## config.mk

```make
export PLATFORM = sky130hd
export DESIGN_NAME = fb_stream_packer
export DESIGN_NICKNAME = d
export VERILOG_FILES = /design/src/rtl/fb_stream_packer.sv
export SDC_FILE = /design/constraint.sdc
export NUM_CORES = 1
export LEC_CHECK = 0
export BUFFER_PORTS_ARGS = -buffer_cell sky130_fd_sc_hd__buf_2
export CORE_ASPECT_RATIO = 1.1
export CORE_UTILIZATION = 39
export DETAILED_ROUTE_END_ITERATION = 8
export PLACE_DENSITY = 0.63
export RECOVER_POWER = 25
export SLEW_MARGIN = 20
export SYNTH_ARGS = -nofsm -noshare
export SYNTH_HDL_FRONTEND = slang
export SYNTH_HIERARCHICAL = 1
export SYNTH_SLANG_ARGS = --single-unit
```

## constraint.sdc

```tcl
create_clock -name aclk -period 1.9 [get_ports aclk]
set_input_delay 0.19 -clock aclk [delete_from_list [all_inputs] [get_ports aclk]]
set_output_delay 0.19 -clock aclk [all_outputs]
set_load 0.01 [all_outputs]
```

## src/rtl/fb_stream_packer.sv

```systemverilog
// Framebuffer stream packer: converts RGBA pixels to RGB565 and gathers RATIO
// input beats into one wide output beat, with a tlast-driven early flush.

module fb_px565 #(
    parameter int SUB_PIXEL_WIDTH = 8
) (
    input  logic [4*SUB_PIXEL_WIDTH-1:0] i_px,
    output logic [15:0]                  o_rgb
);
    localparam int SPW = SUB_PIXEL_WIDTH;

    logic w_unused;

    // Truncate each channel to its top bits; alpha is dropped.
    assign o_rgb    = {i_px[4*SPW-1 -: 5], i_px[3*SPW-1 -: 6], i_px[2*SPW-1 -: 5]};
    assign w_unused = ^i_px;
endmodule

module fb_stream_packer #(
    parameter int NUMBER_OF_PIXELS_PER_BEAT = 2,
    parameter int OUT_PIXELS_PER_BEAT       = 4,
    parameter int SUB_PIXEL_WIDTH           = 8
) (
    input  logic                                                aclk,
    input  logic                                                resetn,
    input  logic                                                s_axis_tvalid,
    output logic                                                s_axis_tready,
    input  logic                                                s_axis_tlast,
    input  logic [NUMBER_OF_PIXELS_PER_BEAT*4*SUB_PIXEL_WIDTH-1:0] s_axis_tdata,
    output logic                                                m_axis_tvalid,
    input  logic                                                m_axis_tready,
    output logic                                                m_axis_tlast,
    output logic [OUT_PIXELS_PER_BEAT*16-1:0]                   m_axis_tdata,
    output logic [OUT_PIXELS_PER_BEAT*2-1:0]                    m_axis_tkeep,
    output logic                                                frameDone
);
    localparam int IN_PX  = NUMBER_OF_PIXELS_PER_BEAT;
    localparam int OUT_PX = OUT_PIXELS_PER_BEAT;
    localparam int SPW    = SUB_PIXEL_WIDTH;
    localparam int RATIO  = OUT_PX / IN_PX;
    localparam int SLOT_W = (RATIO > 1) ? $clog2(RATIO) : 1;
    localparam logic [SLOT_W-1:0] LAST_SLOT = SLOT_W'(RATIO - 1);

    logic [IN_PX-1:0][15:0]  w_conv;
    logic [OUT_PX-1:0][15:0] w_nxt_data;
    logic [OUT_PX-1:0]       w_nxt_keep;
    logic                    w_s_tready;
    logic                    w_accept;
    logic                    w_done;

    logic [SLOT_W-1:0]       r_slot;
    logic [OUT_PX-1:0][15:0] r_acc_data;
    logic [OUT_PX-1:0]       r_acc_keep;
    logic                    r_m_tvalid;
    logic                    r_m_tlast;
    logic [OUT_PX-1:0][15:0] r_m_data;
    logic [OUT_PX-1:0]       r_m_keep;
    logic                    r_frame_done;

    genvar g;
    generate
        for (g = 0; g < IN_PX; g++) begin : g_conv
            fb_px565 #(.SUB_PIXEL_WIDTH(SPW)) u_px (
                .i_px  (s_axis_tdata[g*4*SPW +: 4*SPW]),
                .o_rgb (w_conv[g])
            );
        end

        // Output pixel j belongs to slot j/IN_PX and takes input lane j%IN_PX.
        for (g = 0; g < OUT_PX; g++) begin : g_slot
            localparam logic [SLOT_W-1:0] JS = SLOT_W'(g / IN_PX);
            assign w_nxt_data[g] = (r_slot == JS) ? w_conv[g % IN_PX] : r_acc_data[g];
            assign w_nxt_keep[g] = (r_slot == JS) | r_acc_keep[g];
            assign m_axis_tkeep[g*2 +: 2] = {2{r_m_keep[g]}};
        end
    endgenerate

    assign w_s_tready = resetn && (!r_m_tvalid || m_axis_tready);
    assign w_accept   = s_axis_tvalid && w_s_tready;
    assign w_done     = w_accept && ((r_slot == LAST_SLOT) || s_axis_tlast);

    always_ff @(posedge aclk or negedge resetn) begin
        if (!resetn) begin
            r_slot     <= '0;
            r_acc_data <= '0;
            r_acc_keep <= '0;
        end else if (w_accept) begin
            if (w_done) begin
                r_slot     <= '0;
                r_acc_data <= '0;
                r_acc_keep <= '0;
            end else begin
                r_slot     <= r_slot + SLOT_W'(1);
                r_acc_data <= w_nxt_data;
                r_acc_keep <= w_nxt_keep;
            end
        end
    end

    // A completion only happens when the output register is empty or draining,
    // so loading it here never overwrites an unsent beat.
    always_ff @(posedge aclk or negedge resetn) begin
        if (!resetn) begin
            r_m_tvalid   <= 1'b0;
            r_m_tlast    <= 1'b0;
            r_m_data     <= '0;
            r_m_keep     <= '0;
            r_frame_done <= 1'b0;
        end else begin
            if (w_done) begin
                r_m_tvalid <= 1'b1;
                r_m_tlast  <= s_axis_tlast;
                r_m_data   <= w_nxt_data;
                r_m_keep   <= w_nxt_keep;
            end else if (m_axis_tready) begin
                r_m_tvalid <= 1'b0;
            end
            r_frame_done <= r_m_tvalid && m_axis_tready && r_m_tlast;
        end
    end

    assign s_axis_tready = w_s_tready;
    assign m_axis_tvalid = r_m_tvalid;
    assign m_axis_tlast  = r_m_tlast;
    assign m_axis_tdata  = r_m_data;
    assign frameDone     = r_frame_done;
endmodule

```

==> summary.txt <==
Status
  – Status: finished clean

Yosys
  – Top post-synthesis cells by count: 140 x dfrtp_1, 66 x a21oi_1, 64 x a31oi_1, 64 x mux2i_1, 40 x buf_4
  – Largest cells by area after synthesis: dfrtp_1 56%, mux2i_1 10%, a31oi_1 6.4%
  – Avg Inst Size Synth: between 10 and 15 sq um
  – Most frequent cell after synthesis: dfrtp_1
  – Async SR Flop Fraction: 100%
  – Sequential share of the synthesized area: about 56%
  – Syn_nets: 653
  – Syn. warnings: 6
  – Number of flops mapped to enable cells by yosys: 0
  – Synth area leader: dfrtp_1
  – Synth Flop Type: dfrtp_1
  – Synthesized flop and latch total: 140
  – Yosys cell types: 26
  – Top-area cell type share of the netlist area: 55.6%
  – Mapped cell area: 6300 sq um
  – Gate Count Post-Synth: 584

Global route
  – GRT Total Usage: 19.5%
  – GRT overflow: 0
  – Pin count of the biggest net entering global routing: 63
  – Vias in the first global route: 4829
  – First-pass GRT wire length: 24.8 mm
  – Initial antenna violation count: 1

STA
  – Worst-margin pin slew: between 1 and 1.5 ns
  – RSZ-0062 raised after global routing: no
  – Hold slack: 0.0430 ns
  – Share of the clock period used by the worst path: 90.7%
  – Slew Limit Fails: 0
  – Skew final: 0.00750 ns
  – Fmax achieved: 580 MHz
  – Fin crit period: 1.72 ns
  – Slew margin rel.: 29.6%
  – Final Hold Vio Count: 0
  – Endpoints failing setup: 0
  – Fin Setup TNS: 0 ns

Floorplan
  – Ports: approximately 150
  – Die ar.: 16700 sq um
  – Initial Util: 40.1%
  – Die X-Extent: 123 um
  – Die height: between 100 and 150 um
  – Placement Rows: 48
  – Core area: 15700 sq um

Route
  – Vias per std cell: about 5.6
  – Total Wirelength: 15.4 mm
  – Drt initial violations: 439
  – Antenna violation net count after detailed routing: 0
  – Vias: 4827
  – DRC: 0
  – Drt pass-1 iters: 7
  – Post-DR wirelength/cell: 17.9 um

Clock tree
  – Maximum clock insertion buffer count: 2
  – CTS tree: done
  – Clk root buf: clkbuf_16
  – Latest clock arrival within the worst-skew pair: 0.41 ns
  – Number of buffers created by CTS: 17
  – Postcts setup bufs: 0
  – CTS sink cnt: 140
  – H-Tree Depth: 4
  – Worst-path clk slew: 0.06 ns

Worst setup path
  – FF-to-FF path depth: 5
  – CP Buf/Inv Count: 1
  – Nature of the critical path startpoint: register
  – Critical path's top delay family: simple AND/OR/NAND/NOR gates
  – CP Max Fanout: 33
  – R2R Path End: m_axis_tdata[54]
  – Register-to-Register Setup Slack: about 0.26 ns
  – Cell Chain, Critical Path: nand2b_4 > and2_1 > buf_2
  – Worst Path Class, Setup: register to output port
  – CP arrival: 1.53 ns
  – Crit-path slowest cell: dfrtp_1
  – Worst setup path start: m_axis_tvalid
  – Worst Path Required: between 1.5 and 2 ns
  – CP max stage delay: 0.43 ns
  – Endpoint class of the critical path: output port
  – Reg2reg start: r_slot

Min path
  – WHS Endpoint: r_acc_data[27]
  – Worst Hold Launch: s_axis_tdata[59]
  – Hold path cells: 3
  – Hold Path Class: primary input to register

Placement
  – DP Wirelength: 9.92 mm
  – Port-buffer cells: between 100 and 150
  – RD Place Congestion: 0.757
  – Placed cell count: 826

Final layout
  – FILL cells: ~1400
  – Nets@finish: approximately 720
  – Area growth, synth to finish: 18.5%
  – Share of cells above drive strength 1: 25.2%
  – Fin cells: 860

Power and ir drop
  – Leak Pwr: 3.63 nW
  – Peak VDD IR: 0.626 mV
  – Sw frac: 29.6%
  – Pint: 6.82 mW
  – Clock power share: about two fifths
  – Total power: roughly 9.7 mW
  – Flop pwr share: 39.5%
  – PwrDens: 1300 nW/um^2
  – Combinational fraction of design power: 22.3%
  – Psw: 2.86 mW

Run
  – Max-Cap Viols: 0
[power groups by stage]
stage               clock network [mW]  logic, mW  registers [mW]
floorplan                            0       1.18            4.04
global placement                     0       2.14            3.85
detailed placement                   0       2.18            3.88
CTS                               3.77       2.20            3.83
global route                      3.91       2.40            3.89
finish                            3.69       2.16            3.82
[logic make-up after synthesis]
kind of cell           count (synthesis)  share of synthesized area, %
buffers and inverters                 94                          9.03
muxes                                 64                          10.2
DFF                                  140                          55.6
and+or+nand+nor                      116                          10.1
AOI/OAI and AO/OA                    170                          15.1
[layout make-up]
class / count / area [sq um] / area share, %
timing repair buffer: 137 / 796 / 10.6
clock buffer: 19 / 453 / 6.06
sequential: 140 / 3510 / 46.9
multi-input combinational: 350 / 2250 / 30.2
antenna: 1 / 2.50 / 0.0335
clock inverter: 13 / 211 / 2.83
tap: 200 / 250 / 3.35
[sequential cells by signal, summed over array words and instances, names as in the netlist]
| register | count |
|---|---|
| m_axis_tlast | 1 |
| r_acc_keep | 4 |
| r_slot | 1 |
| frameDone | 1 |
| r_acc_data | 64 |
| m_axis_tvalid | 1 |
| m_axis_tdata | 64 |
| r_m_keep | 4 |
[per-stage QoR]
step	util, %	setup WS [ns]	cell area [sq um]
floorplan	-	0.495	6300
global placement	43.3	0.280	6810
detailed placement	43.3	0.243	6810
CTS	47.6	0.0499	7480
global route	47.5	0.0660	7470
finish	47.5	0.176	7470
[layout by cell type, fill, tap and decap left out, types with 18 or more instances in the layout]
cell	synthesis	final
buf_4	40	18
mux2i_1	64	64
and2_1	36	35
a21oi_1	66	66
buf_2	23	101
a31oi_1	64	64
nand2_1	34	34
dfrtp_1	140	139
o21ai_0	32	32
nand4_1	32	32
[layer usage]
metal / track usage (%) / wire length [um] / vias to the layer above
li1: - / - / 2191
met1: 25.2 / 6980 / 2449
met2: 31.1 / 7390 / 168
met3: 4.97 / 776 / 19
met4: 7.43 / 248 / 0
met5: 0 / 0 / -
[timing repair]
item                                    in CTS  in global routing
endpoints found under the hold margin      140                  0
endpoints found under the setup margin       0                  1
resized for setup                            0                  1
hold buffers                                 1                  0
[worst reg2reg max path, cell delays in order (launching register included)]
cell     delay (ns)
dfrtp_4        0.42
buf_12         0.32
nor2_4         0.10
nor3_4         0.18
buf_4          0.35
a21oi_1        0.14
[how the worst max path moves through the flow]
stage,endpoint,cells past startpoint
global route,s_axis_tready,3
CTS,s_axis_tready,5
floorplan,m_axis_tdata[32],7
finish,s_axis_tready,3
detailed placement,m_axis_tdata[28],5
global placement,m_axis_tdata[11],4
Power figures use the tool's default switching activity.
